## config.mk

```make
export PLATFORM = sky130hd
export DESIGN_NAME = load_store_unit
export DESIGN_NICKNAME = d
export VERILOG_FILES = /design/src/rtl/load_store_unit.sv
export SDC_FILE = /design/constraint.sdc
export NUM_CORES = 1
export LEC_CHECK = 0
export ABC_AREA = 1
export CORE_ASPECT_RATIO = 0.8
export CORE_UTILIZATION = 35
export DETAILED_ROUTE_END_ITERATION = 7
export PLACE_DENSITY_LB_ADDON = 0.15
export SKIP_LAST_GASP = 1
export SLEW_MARGIN = 40
export SYNTH_ARGS = -nofsm -noshare
export SYNTH_HDL_FRONTEND = slang
export SYNTH_SLANG_ARGS = --single-unit
```

## constraint.sdc

```tcl
create_clock -name clock -period 1.2 [get_ports clock]
set_input_delay 0.12 -clock clock [delete_from_list [all_inputs] [get_ports clock]]
set_output_delay 0.12 -clock clock [all_outputs]
set_load 0.05 [all_outputs]
```

## src/rtl/load_store_unit.sv

```systemverilog
// Load/store unit: accepts one RV32I memory request at a time, validates it, performs a
// single-cycle access on the data-memory port and holds the response until it is consumed.
module load_store_unit #(
  parameter int unsigned MEM_BYTES = 1024
) (
  input  logic        clock,
  input  logic        reset,
  input  logic        req_valid,
  output logic        req_ready,
  input  logic        req_we,
  input  logic [31:0] req_addr,
  input  logic [31:0] req_wdata,
  input  logic [2:0]  req_funct3,
  output logic        resp_valid,
  input  logic        resp_ready,
  output logic [31:0] resp_rdata,
  output logic        resp_err,
  output logic [1:0]  resp_err_cause,
  output logic [31:0] mem_address,
  output logic [31:0] mem_write_data,
  output logic        mem_memwrite,
  output logic        mem_memread,
  output logic [1:0]  mem_byte_size,
  output logic        mem_sign_ext,
  input  logic [31:0] mem_read_data
);

  typedef enum logic [1:0] {StIdle, StAccess, StResp, StErr} state_e;

  localparam logic [1:0] CauseNone     = 2'b00;
  localparam logic [1:0] CauseMisalign = 2'b01;
  localparam logic [1:0] CauseRange    = 2'b10;
  localparam logic [1:0] CauseFunct3   = 2'b11;
  localparam logic [31:0] MemLimit     = 32'(MEM_BYTES);

  state_e      state_q, state_d;
  logic        we_q, we_d;
  logic [31:0] addr_q, addr_d;
  logic [31:0] wdata_q, wdata_d;
  logic [2:0]  funct3_q, funct3_d;
  logic [31:0] rdata_q, rdata_d;
  logic [1:0]  cause_q, cause_d;

  logic        illegal, misaligned, out_of_range;
  logic [1:0]  req_cause;

  // Classification of the incoming request, highest priority first.
  always_comb begin
    if (req_we) begin
      illegal = req_funct3[2] | (req_funct3 == 3'b011);
    end else begin
      illegal = (req_funct3 == 3'b011) | (req_funct3[2:1] == 2'b11);
    end
    misaligned   = ((req_funct3[1:0] == 2'b01) & req_addr[0]) |
                   ((req_funct3[1:0] == 2'b10) & (req_addr[1:0] != 2'b00));
    out_of_range = (req_addr >= MemLimit);
    if (illegal)           req_cause = CauseFunct3;
    else if (misaligned)   req_cause = CauseMisalign;
    else if (out_of_range) req_cause = CauseRange;
    else                   req_cause = CauseNone;
  end

  always_comb begin
    state_d  = state_q;
    we_d     = we_q;
    addr_d   = addr_q;
    wdata_d  = wdata_q;
    funct3_d = funct3_q;
    rdata_d  = rdata_q;
    cause_d  = cause_q;
    unique case (state_q)
      StIdle: begin
        if (req_valid) begin
          we_d     = req_we;
          addr_d   = req_addr;
          wdata_d  = req_wdata;
          funct3_d = req_funct3;
          rdata_d  = '0;
          cause_d  = req_cause;
          state_d  = (req_cause == CauseNone) ? StAccess : StErr;
        end
      end
      StAccess: begin
        rdata_d = we_q ? '0 : mem_read_data;
        state_d = StResp;
      end
      StResp, StErr: begin
        if (resp_ready) begin
          rdata_d = '0;
          cause_d = CauseNone;
          state_d = StIdle;
        end
      end
      default: state_d = StIdle;
    endcase
  end

  always_comb begin
    req_ready      = (state_q == StIdle);
    resp_valid     = (state_q == StResp) || (state_q == StErr);
    resp_err       = (state_q == StErr);
    resp_err_cause = cause_q;
    resp_rdata     = rdata_q;
    mem_address    = '0;
    mem_write_data = '0;
    mem_memwrite   = 1'b0;
    mem_memread    = 1'b0;
    mem_byte_size  = '0;
    mem_sign_ext   = 1'b0;
    if (state_q == StAccess) begin
      mem_address    = addr_q;
      mem_write_data = wdata_q;
      mem_byte_size  = funct3_q[1:0];
      mem_sign_ext   = ~funct3_q[2];
      // Gated by reset so a store caught by a reset edge never commits.
      mem_memwrite   = we_q & ~reset;
      mem_memread    = ~we_q & ~reset;
    end
  end

  always_ff @(posedge clock) begin
    if (reset) begin
      state_q  <= StIdle;
      we_q     <= 1'b0;
      addr_q   <= '0;
      wdata_q  <= '0;
      funct3_q <= '0;
      rdata_q  <= '0;
      cause_q  <= CauseNone;
    end else begin
      state_q  <= state_d;
      we_q     <= we_d;
      addr_q   <= addr_d;
      wdata_q  <= wdata_d;
      funct3_q <= funct3_d;
      rdata_q  <= rdata_d;
      cause_q  <= cause_d;
    end
  end

endmodule

```

== Word-level counts from Yosys, hierarchy flattened ==
Index checks and enable logic that the tools add are counted.

* Register bits after elaboration: 104
* Input port bits: 104
* Output and inout port bits: 106
* Logic and storage cells: 56

* Magnitude comparators: 1
* Eq/ne operators: 9
* Multiplexer cells: 20
* Bitwise gates (word level): 10
* Reductions and logical operators: 9

{| class="wikitable"
|+ Operators with widths
! cell !! count
|-
| 32-bit 2-to-1 mux || 5
|-
| 32-bit case mux with 3 select lines || 1
|-
| 32-bit by 11-bit greater-or-equal comparator with 1-bit output (second input constant) || 1
|-
| 2-bit 2-to-1 mux || 8
|-
| 2-bit equality test (second input constant) || 4
|-
| 2-bit case mux with 3 select lines || 1
|-
| 1-bit AND || 4
|-
| 2-bit by 1-bit equality test with 1-bit output (second input constant) || 2
|-
| 2-bit zero test || 2
|-
| 1-bit 2-to-1 mux || 4
|-
| 2-bit != test (second input constant) || 2
|-
| 2-bit case mux with 2 select lines || 1
|-
| 2-bit AND reduction || 2
|-
| 2-bit nonzero test || 2
|-
| 3-bit by 2-bit equality test with 1-bit output (second input constant) || 1
|-
| 1-bit NOT || 3
|-
| 1-bit OR || 3
|-
| 3-bit AND reduction || 1
|-
| 2-bit OR reduction || 1
|-
| 1-bit logical OR || 1
|}

== Longest topological paths before layout ==
* Depth in word-level cells: 9
* Gate-level depth with buffers: 8
* Gate-level depth less buffers: 8

== Worst setup path after synthesis ==
No wires, ideal clock.

* Kind: register to output
* Start: register state_q[0]
* End: output port mem_memwrite
* Data arrival time: 1851 ps
* Data required time: 1080 ps
* Path slack: -771 ps
* Stages on the path, launching flop included: 6
* Path buffers: 1
* Path through: dfxtp_1 inv_1 nor2_1 inv_1 buf_2 nor3_1

* Longest elaborated chain between the ends: 2

{| class="wikitable"
|+ Ends and longest elaborated chain
! element !! RTL line !! RTL
|-
| from (decl) || 36 || <nowiki>state_e state_q, state_d;</nowiki>
|-
| from (signal assigned) || 123 || <nowiki>state_q <= StIdle;</nowiki>
|-
| from (signal assigned) || 131 || <nowiki>state_q <= state_d;</nowiki>
|-
| 2-bit by 1-bit equality test with 1-bit output || 110 || <nowiki>if (state_q == StAccess) begin</nowiki>
|-
| 1-bit 2-to-1 mux || 110 ||
|-
| to (decl) || 21 || <nowiki>output logic mem_memwrite,</nowiki>
|}

No other way between the ends.

== Worst setup path after layout ==
* Start: register state_q[0]
* End: output port mem_memread

* Longest elaborated chain between the ends: 2

{| class="wikitable"
|+ Ends and longest elaborated chain
! element !! RTL line !! RTL
|-
| 2-bit by 1-bit equality test with 1-bit output || 110 ||
|-
| 1-bit 2-to-1 mux || 110 ||
|-
| to (decl) || 22 || <nowiki>output logic mem_memread,</nowiki>
|}

No other way between the ends.

==> impl_metrics.ini <==
[placed_design]
dpl_cell_area_um2 = 8060
place_congestion = 0.788
io_buffers = 209
placed_cells = 953
dpl.hpwl_um = 9830

[grt]
grtUsageTotal_pct = 25.8
grt_pass1_vias = 5107
grt_pass1_wl_um = 26500
grt_max_degree = 31
antenna_found_initial = 0
overflow = 0

[synth]
ys_ff_latch = 104
synth-simple-area-share_pct = 20.4
ys_seq_area_share_pct = 45.8
syn_nets = 680
syn_area_um2 = 4550
syn_avg_cell_area_um2 = 7.90
synthAdderAreaFrac_pct = 0
synth.distinct_cells = 20
synth.area.mux_share_pct = 0
synth-xor-area-share_pct = 0
synth_compound_area_share_pct = 22.2
yosys_warnings = 0
synth_top_family_by_area = compound AO/OA/AOI/OAI gates
syn_inst = 576

[finish]
fillers = 722
final_nets = 951
final_layout_size_suffix_gt1_share_pct = 51.4
syn2layout_area_growth_pct = 122
fin_cells = 1023
final_cell_mix = dfxtp_1, clkdlybuf4s50_1, nor2_4
fin_util_pct = 81.1
num_antenna_cells = 0
final_cell_area_um2 = 10100

[sta]
timing.final.crit_share_pct = 138
finalMaxSlewViolations = 0
setup_viol = 175
layout_min_cycle_time_ns = 1.65
finalClockSkew_ns = 0.00613
tightestPinTransition_ns = 0.379
slew-limit-headroom_pct = 74.7
fmax_ghz = 0.606
worst_slack_ns = -0.450
timing.final.hold_violations = 0
rsz0062_at_grt = yes

[floorplan]
core_area_um2 = 12400
ios = 210
fp-row-count = 36
die_area_um2 = 13500
fp.dieH_um = 104
initial_utilization_pct = 36.6
fp.dieW_um = 129

[detailed_routing]
vias_per_cell = 4.92
drt-total-wl_um = 18900
num_vias = 5033
drt_iter0_markers = 175
first_pass_iters = 4
wl_per_cell_um = 18.5
drc = 0
drtAntennaViolNets = 0

[cts]
clkTransAtPathRegs_ns = 0.08
cts_sinks = 104
cts_max_level = 3
cts_made_buffers = 9
cts_tree = yes
root_buffer = clkbuf_16
cts.hold.buffers_added = 0
cts_buffer_depth = 2
clk_latency_ns = 0.35

[setup_path]
crit_start = state_q[0]$_SDFFE_PP0P_
path_buf_inv = 5
crit_slowest_cell = dfxtp_4
worstSetupEndpointType = primary output
crit_path_start_kind = flip-flop
worst_ep_arrival_time_ns = 1.53
max_stage_delay_ns = 0.37
worst_path_most_repeated_cell = buf_6
timing.rr.start = state_q[0]$_SDFFE_PP0P_
critPathTopFamily = buffers and inverters
path_cells = inv_4 > nor2_4 > buf_6 > buf_6 > nand2_4 > buf_6 > nor2_4 > buf_8
critical_path_required_ns = 1.08
cp_max_fo = 2
crit_type = reg -> out

[power_and_ir_drop]
switching_share_pct = 33.1
p_comb_share_pct = 35.2
clkPwrFrac_pct = 27.6
powerDensity_nw_per_um2 = 1020
peakVddDrop_mv = 0.707
power_switching_uw = 3410
p_int_uw = 6890
p_seq_share_pct = 37.2
leakage_uw = 0.00380

[hold_path]
min_from = reset
min_path_type = in -> reg

[status]
status = complete, but fails checks
violations = negative setup slack

[flow_run]
drv_cap = 0
## metrics by stage
step	TNS [ns]	power, µW	worst slack [ns]	hold slack, ns
after floorplan	-20.80	5410	-0.249	0.267
after global placement	-21.75	6320	-0.214	0.481
after detailed placement	-23.98	6380	-0.273	0.487
after CTS	-54.63	10100	-0.427	0.160
after global routing	-67.91	10700	-0.507	0.207
final	-59.11	10300	-0.450	0.198
## synthesized netlist by cell type
master      n  area share (%)
nor3_1      1            0.11
nor2_1    153              13
clkbuf_1   14             1.2
buf_6       7             1.7
buf_2      17             1.9
a22oi_1     1            0.17
buf_1       3            0.25
inv_2       2            0.17
nand2_1    82             6.8
inv_1      78             6.4
a211oi_1    9             1.5
or2_2       1            0.14
nand3_1     3            0.33
and2_1      1            0.14
a21oi_1    36             4.0
dfxtp_1   104              46
o21ai_0     2            0.22
o21ai_2     1            0.19
a211oi_2   59              16
nor2_2      2            0.27
## area by class of cell
class	count	area, µm²	area share [%]
Multi-Input combinational cell	351	2890	28.7
Inverter	80	330	3.28
Clock buffer	9	225	2.23
Sequential cell	104	2090	20.7
Clock inverter	7	56.3	0.558
Tap cell	171	214	2.12
Timing Repair Buffer	297	4220	41.9
Timing Repair inverter	4	52.6	0.521
## timing repair
| action | CTS | global route |
|---|---|---|
| hold endpoints to repair | 0 | 0 |
| endpoints found under the setup margin | 165 | 174 |
| gates cloned | 24 | 8 |
| buffers inserted | 19 | 16 |
| pin swaps | 3 | 34 |
| resized for setup | 136 | 124 |
## power groups by stage
stage          logic, µW  registers [µW]  clock network, µW
2_1_floorplan       1420            4000                  0
3_3_place_gp        2430            3890                  0
3_5_place_dp        2480            3900                  0
4_1_cts             3380            3820               2860
5_1_grt             3780            3860               3030
6_report            3620            3830               2840
## kinds of logic (layout without fill, tap and decap cells)
group,after synthesis,count (layout)
AO/OA/AOI/OAI,108,108
buffers and inverters,121,397
flip-flops,104,104
AND/OR/NAND/NOR,243,243
## worst reg2reg max path, cell delays in order (launching register included)
cell      delay, ns
dfxtp_4        0.36
buf_6          0.12
nor2_4         0.12
inv_2          0.08
nor2_4         0.14
buf_8          0.17
inv_12         0.07
buf_4          0.14
buf_12         0.14
nor2_4         0.11
a211oi_2       0.04
## layer usage
| layer | vias to the layer above | GRT usage [%] | wire length [µm] |
|---|---|---|---|
| met2 | 185 | 46.4 | 9620 |
| met3 | 59 | 5.92 | 1190 |
| met5 | - | 0 | 0 |
| li1 | 2369 | - | - |
| met4 | 0 | 9.30 | 736 |
| met1 | 2420 | 29.3 | 7380 |
## state kept, by name (all words and copies together), names as in the netlist
name	count
we_q	1
resp_err_cause	2
addr_q	32
resp_rdata	32
wdata_q	32
funct3_q	3
state_q	2
## final timing paths
path / cells after the start / slack, ns / end
max: 8 / -0.45 / mem_memread
min: 2 / 0.20 / resp_rdata[24]$_SDFFE_PP0P_
max reg2reg: 10 / -0.43 / addr_q[20]$_SDFFE_PP0P_
min reg2reg: 2 / 0.50 / resp_rdata[15]$_SDFFE_PP0P_
No activity file was read; power rests on OpenSTA's default activity.
